**config.mk**
```make
export PLATFORM = sky130hd
export DESIGN_NAME = csr_bank
export DESIGN_NICKNAME = d
export VERILOG_FILES = /design/src/rtl/csr_bank.sv
export SDC_FILE = /design/constraint.sdc
export NUM_CORES = 1
export LEC_CHECK = 0
export BUFFER_PORTS_ARGS = -buffer_cell sky130_fd_sc_hd__buf_2
export CAP_MARGIN = 20
export CELL_PAD_IN_SITES_DETAIL_PLACEMENT = 1
export CELL_PAD_IN_SITES_GLOBAL_PLACEMENT = 1
export CORE_ASPECT_RATIO = 2
export CORE_UTILIZATION = 44
export CTS_BUF_LIST = sky130_fd_sc_hd__clkbuf_2 sky130_fd_sc_hd__clkbuf_4 sky130_fd_sc_hd__clkbuf_8
export DETAILED_ROUTE_END_ITERATION = 6
export PLACE_DENSITY = 0.87
export RECOVER_POWER = 50
export SLEW_MARGIN = 20
export SYNTH_ARGS = -nofsm -noshare
export SYNTH_HDL_FRONTEND = slang
export SYNTH_SLANG_ARGS = --single-unit
```
**constraint.sdc**
```tcl
create_clock -name clk_i -period 2.25 [get_ports clk_i]
set_input_delay 0.675 -clock clk_i [delete_from_list [all_inputs] [get_ports clk_i]]
set_output_delay 0.675 -clock clk_i [all_outputs]
set_load 0.01 [all_outputs]
```
**src/rtl/csr_bank.sv**
```systemverilog
// CSR bank driven by a slow host through asynchronous level strobes: masked config registers, read-only status.
// Optional CSR_STATUS_STICKY_EN: status bits accumulate and clear on a completed status read.
module csr_bank #(
    parameter int ADDR_WIDTH     = 7,
    parameter int DATA_WIDTH     = 8,
    parameter int NUM_CONFIG_REG = 12,
    parameter int NUM_STATUS_REG = 4,
    parameter int SYNC_STAGES    = 2,
    parameter logic [NUM_CONFIG_REG*DATA_WIDTH-1:0] CONFIG_RST_VAL = '0,
    parameter logic [NUM_CONFIG_REG*DATA_WIDTH-1:0] CONFIG_WMASK   = '1
) (
    input  logic                                 clk_i,
    input  logic                                 rst_ni,
    input  logic [ADDR_WIDTH-1:0]                addr_i,
    input  logic [DATA_WIDTH-1:0]                write_data_i,
    input  logic                                 write_en_i,
    input  logic                                 read_en_i,
    output logic [DATA_WIDTH-1:0]                read_data_o,
    output logic                                 read_valid_o,
    output logic                                 err_o,
    output logic [DATA_WIDTH*NUM_CONFIG_REG-1:0] config_bus_o,
    output logic [NUM_CONFIG_REG-1:0]            config_update_o,
    input  logic [DATA_WIDTH*NUM_STATUS_REG-1:0] status_bus_i,
    output logic [1:0]                           dbg_state_o
);

    localparam int DW = DATA_WIDTH;
    localparam int NC = NUM_CONFIG_REG;
    localparam int NS = NUM_STATUS_REG;

    typedef enum logic [1:0] {ST_IDLE, ST_WRITE, ST_READ, ST_RD_HOLD} state_e;

    state_e                  state_q, state_d;
    logic [SYNC_STAGES-1:0]  wr_sync_q, wr_sync_d, rd_sync_q, rd_sync_d;
    logic                    wr_edge_q, wr_edge_d, rd_edge_q, rd_edge_d;
    logic [NC*DW-1:0]        cfg_q, cfg_d;
    logic [NS*DW-1:0]        stat_samp_q, stat_samp_d;
    logic [NS*DW-1:0]        stat_view;
    logic [DW-1:0]           read_data_q, read_data_d;
    logic                    read_valid_q, read_valid_d;
    logic                    err_q, err_d;
    logic [NC-1:0]           upd_pend_q, upd_pend_d;
    logic [NC-1:0]           upd_q, upd_d;
    logic                    wr_stb, rd_stb, rd_lvl;
    logic                    addr_is_cfg, addr_is_stat;
    logic [DW-1:0]           cfg_sel, stat_sel;

`ifdef CSR_STATUS_STICKY_EN
    logic [NS*DW-1:0]        stat_sticky_q, stat_sticky_d;
    assign stat_view = stat_sticky_q;
`else
    assign stat_view = stat_samp_q;
`endif

    assign wr_stb = wr_sync_q[SYNC_STAGES-1] & ~wr_edge_q;
    assign rd_stb = rd_sync_q[SYNC_STAGES-1] & ~rd_edge_q;
    assign rd_lvl = rd_sync_q[SYNC_STAGES-1];

    assign addr_is_cfg  = 32'(addr_i) < 32'(NC);
    assign addr_is_stat = !addr_is_cfg && (32'(addr_i) < 32'(NC + NS));

    always_comb begin
        cfg_sel  = '0;
        stat_sel = '0;
        for (int i = 0; i < NC; i++) begin
            if (addr_i == ADDR_WIDTH'(i)) cfg_sel = cfg_q[i*DW +: DW];
        end
        for (int j = 0; j < NS; j++) begin
            if (addr_i == ADDR_WIDTH'(NC + j)) stat_sel = stat_view[j*DW +: DW];
        end
    end

    always_comb begin
        state_d      = state_q;
        wr_sync_d    = {wr_sync_q[SYNC_STAGES-2:0], write_en_i};
        rd_sync_d    = {rd_sync_q[SYNC_STAGES-2:0], read_en_i};
        wr_edge_d    = wr_sync_q[SYNC_STAGES-1];
        rd_edge_d    = rd_sync_q[SYNC_STAGES-1];
        cfg_d        = cfg_q;
        stat_samp_d  = status_bus_i;
        read_data_d  = read_data_q;
        read_valid_d = read_valid_q;
        err_d        = 1'b0;
        upd_pend_d   = '0;
        upd_d        = upd_pend_q;
`ifdef CSR_STATUS_STICKY_EN
        stat_sticky_d = stat_sticky_q | stat_samp_q;
`endif

        // Any strobe that finds the FSM busy is dropped and flagged.
        if (state_q != ST_IDLE && (wr_stb || rd_stb)) err_d = 1'b1;

        case (state_q)
            ST_IDLE: begin
                if (wr_stb) begin
                    state_d = ST_WRITE;
                    if (rd_stb) err_d = 1'b1;
                end else if (rd_stb) begin
                    state_d = ST_READ;
                end
            end
            ST_WRITE: begin
                state_d = ST_IDLE;
                if (addr_is_cfg) begin
                    for (int i = 0; i < NC; i++) begin
                        if (addr_i == ADDR_WIDTH'(i)) begin
                            cfg_d[i*DW +: DW] = (cfg_q[i*DW +: DW] & ~CONFIG_WMASK[i*DW +: DW])
                                              | (write_data_i & CONFIG_WMASK[i*DW +: DW]);
                            upd_pend_d[i] = 1'b1;
                        end
                    end
                end else begin
                    err_d = 1'b1;
                end
            end
            ST_READ: begin
                state_d      = ST_RD_HOLD;
                read_valid_d = 1'b1;
                if (addr_is_cfg) begin
                    read_data_d = cfg_sel;
                end else if (addr_is_stat) begin
                    read_data_d = stat_sel;
`ifdef CSR_STATUS_STICKY_EN
                    // Clear-on-read keeps only bits that are being set this very cycle.
                    for (int j = 0; j < NS; j++) begin
                        if (addr_i == ADDR_WIDTH'(NC + j)) stat_sticky_d[j*DW +: DW] = stat_samp_q[j*DW +: DW];
                    end
`endif
                end else begin
                    read_data_d = '1;
                    err_d       = 1'b1;
                end
            end
            ST_RD_HOLD: begin
                // Level test rather than edge so a read strobe shorter than READ cannot strand the FSM.
                if (!rd_lvl) begin
                    state_d      = ST_IDLE;
                    read_valid_d = 1'b0;
                end
            end
            default: state_d = ST_IDLE;
        endcase
    end

    always_ff @(posedge clk_i or negedge rst_ni) begin
        if (!rst_ni) begin
            state_q      <= ST_IDLE;
            wr_sync_q    <= '0;
            rd_sync_q    <= '0;
            wr_edge_q    <= 1'b0;
            rd_edge_q    <= 1'b0;
            cfg_q        <= CONFIG_RST_VAL;
            stat_samp_q  <= '0;
            read_data_q  <= '0;
            read_valid_q <= 1'b0;
            err_q        <= 1'b0;
            upd_pend_q   <= '0;
            upd_q        <= '0;
        end else begin
            state_q      <= state_d;
            wr_sync_q    <= wr_sync_d;
            rd_sync_q    <= rd_sync_d;
            wr_edge_q    <= wr_edge_d;
            rd_edge_q    <= rd_edge_d;
            cfg_q        <= cfg_d;
            stat_samp_q  <= stat_samp_d;
            read_data_q  <= read_data_d;
            read_valid_q <= read_valid_d;
            err_q        <= err_d;
            upd_pend_q   <= upd_pend_d;
            upd_q        <= upd_d;
        end
    end

`ifdef CSR_STATUS_STICKY_EN
    always_ff @(posedge clk_i or negedge rst_ni) begin
        if (!rst_ni) stat_sticky_q <= '0;
        else         stat_sticky_q <= stat_sticky_d;
    end
`endif

    assign read_data_o     = read_data_q;
    assign read_valid_o    = read_valid_q;
    assign err_o           = err_q;
    assign config_bus_o    = cfg_q;
    assign config_update_o = upd_q;
    assign dbg_state_o     = state_q;

endmodule

```
==> flow_summary.json <==
{
  "status": "finished clean",
  "p_leak_nw": 4.74,
  "rsz0062_at_grt": "no",
  "insertion_delay_ps": 480,
  "setup_viol": 0,
  "fill_cells": 1698,
  "initial_utilization_pct": 44.8,
  "switching_share_pct": 31.0,
  "ys_seq_area_share_pct": 60.1,
  "dieArea_um2": 16600,
  "dp_hpwl_mm": 19.4,
  "wire_per_inst_um": 25.9,
  "end_kind": "flop",
  "drive_gt1_share_pct": 50.1,
  "pin_count": 171,
  "vias": 5882,
  "post-synth-top-area-cell": "dfrtp_1",
  "dpl_cell_area_um2": 8760,
  "core_um2": 15800,
  "critPathKind": "in2reg",
  "ant_nets": 0,
  "hold_slack_ps": 289,
  "grt_pass1_wl_mm": 38.9,
  "finalClockSkew_ps": 15.0,
  "synthFlopType": "dfrtp_1",
  "required_ps": 2640,
  "clk_pin_slew_ps": 100,
  "yosysWarnings": 0,
  "min_to": "stat_samp_q[19]$_DFF_PN0_",
  "hold_depth": 1,
  "grt-ovfl-total": 0,
  "ys_types": 42,
  "cp_max_fo": 5,
  "post_cts_buffers": 0,
  "stdcell_area_um2": 9090,
  "r2r_start": "dbg_state_o[0]$_DFFE_PN0P_",
  "grt_start_max_net_pins": 55,
  "diodes": 0,
  "drv_cap": 0,
  "period_minus_slack_ps": 2150,
  "placed_cells": 961,
  "grtUsageTotal_pct": 32.3,
  "areaGrowthSynthToFinish_pct": 28.4,
  "cts_buffers": 17,
  "hold_path.class": "in2reg",
  "drc": 0,
  "fin_cells": 993,
  "p_clk_share_pct": 32.8,
  "cts_sinks": 170,
  "yosysMostFrequentCell": "dfrtp_1",
  "first_pass_iters": 5,
  "seq_power_share_pct": 53.6,
  "place_congestion": 0.969,
  "critPathLaunchType": "input port",
  "synth_area_leaders": "dfrtp_1, mux2_2, o21ai_0, a21oi_1, o22ai_1",
  "r2r_cells": 6,
  "cts_tree": "built",
  "async_reset_ff_share_pct": 100,
  "cts_hold_buf": 0,
  "finalCoreUtilization_pct": 57.6,
  "hp-start": "status_bus_i[19]",
  "finalHoldViolCount": 0,
  "combPwrFrac_pct": 13.6,
  "initialDrtViolationCount": 403,
  "ctsHtreeMaxLevel": 4,
  "syn_inst": 542,
  "yosysTopAreaCellShare_pct": 60.1,
  "timing.reg2reg.setup_slack_ps": 110,
  "fmax_mhz": 465,
  "grt_pass1_vias": 6456,
  "die_h_um": 181,
  "switchingPower_mw": 1.94,
  "synth.top_cells.by_count": "dfrtp_1, mux2_2, o21ai_0",
  "numPortBuffers": 170,
  "synth_edf_count": 0,
  "wirelength_mm": 25.7,
  "clockBufferDepth": 2,
  "worst_pin_slew_ps": 1150,
  "p_int_mw": 4.31,
  "post_drt_via_cell_ratio": 5.92,
  "ir_drop_uv": 444,
  "antenna_found_initial": 0,
  "die_w_um": 91.7,
  "arrival_ps": 2550,
  "total_power_mw": 6.25,
  "synth-seq-cells": 170,
  "slew_headroom_pct": 23.2,
  "syn_nets": 593,
  "reg2reg_to": "config_bus_o[79]$_DFFE_PN0P_",
  "cts-root-buf": "clkbuf_8",
  "power_density_nw_per_um2": 688,
  "synthesis.area_um2": 7070,
  "avgSynthCellArea_um2": 13.1,
  "period_share_pct": 95.6,
  "rows": 65,
  "nets": 830,
  "drv_slew": 0
}
## final cells by class
type                            instances  area, µm²  share of cell area (%)
Clock buffer                           17        234                    2.58
Inverter                                4       15.0                   0.165
Multi-Input combinational cell        340       2690                    29.6
Tap cell                              201        251                    2.77
Clock inverter                         15        134                    1.47
Timing Repair Buffer                  246       1510                    16.6
Sequential cell                       170       4250                    46.8
## worst max-delay path by stage
stage / from / end / depth (start not counted)
global placement: addr_i[5] / read_data_o[5]$_DFFE_PN0P_ / 8
CTS: addr_i[4] / read_data_o[6]$_DFFE_PN0P_ / 9
finish: addr_i[4] / read_data_o[6]$_DFFE_PN0P_ / 9
floorplan: addr_i[4] / config_bus_o[72]$_DFFE_PN0P_ / 6
global route: addr_i[5] / read_data_o[1]$_DFFE_PN0P_ / 9
detailed placement: addr_i[4] / read_data_o[6]$_DFFE_PN0P_ / 9
## power groups by stage
stage / clock network, mW / logic (mW) / registers, mW
2_1_floorplan: 0 / 0.314 / 3.40
3_3_place_gp: 0 / 0.801 / 3.39
3_5_place_dp: 0 / 0.850 / 3.40
4_1_cts: 2.07 / 0.858 / 3.34
5_1_grt: 2.19 / 0.907 / 3.36
6_report: 2.05 / 0.852 / 3.35
## metal layers
metal	global-route usage, %	vias to the layer above	wire (µm)
met4	22.8	0	1960
met2	57.3	273	13900
met5	0	-	0
met3	5.09	113	1140
met1	34.3	3026	8710
li1	-	2470	-
## layout by cell type (no fill, tap or decap), types with 9 or more instances in the layout
| cell | count |
|---|---|
| clkbuf_8 | 17 |
| o21ai_0 | 40 |
| dfrtp_1 | 170 |
| mux2_2 | 103 |
| buf_4 | 64 |
| nand2_1 | 14 |
| o22ai_1 | 22 |
| buf_2 | 165 |
| a221oi_1 | 9 |
| nor2_1 | 27 |
| a21oi_1 | 29 |
## worst max-delay path, cell delays in order
cell and delay, ps:
buf_2 140, or3_1 500, nor3_2 270, buf_4 170, a21oi_1 70, o21ai_0 280, buf_4 170, a21oi_1 100
o21ai_0 180
## timing repair
| item | in CTS | in global routing |
|---|---|---|
| setup endpoints to repair | 0 | 3 |
| gates resized for setup | 0 | 3 |
| hold endpoints to repair | 0 | 0 |
## per-stage QoR
step / setup TNS, ps / worst slack [ps]
floorplan: -207 / -10.9
global placement: -5030 / -366
detailed placement: -10980 / -452
CTS: 0 / 19.0
global route: 0 / 6.35
finish: 0 / 98.4
## state kept, by name (all words and copies together), names as in the netlist, 2 cells and up
register / count
config_bus_o: 96
config_update_o: 12
dbg_state_o: 2
rd_sync_q: 2
read_data_o: 8
stat_samp_q: 32
upd_d: 12
wr_sync_q: 2
## kinds of logic after synthesis
kind of cell / synth area share, %
compound gates: 11.8
flops: 60.1
mux: 17.2
simple gates: 9.06
buf+inv: 1.87
Note: power is estimated with default switching activity, not from simulation.
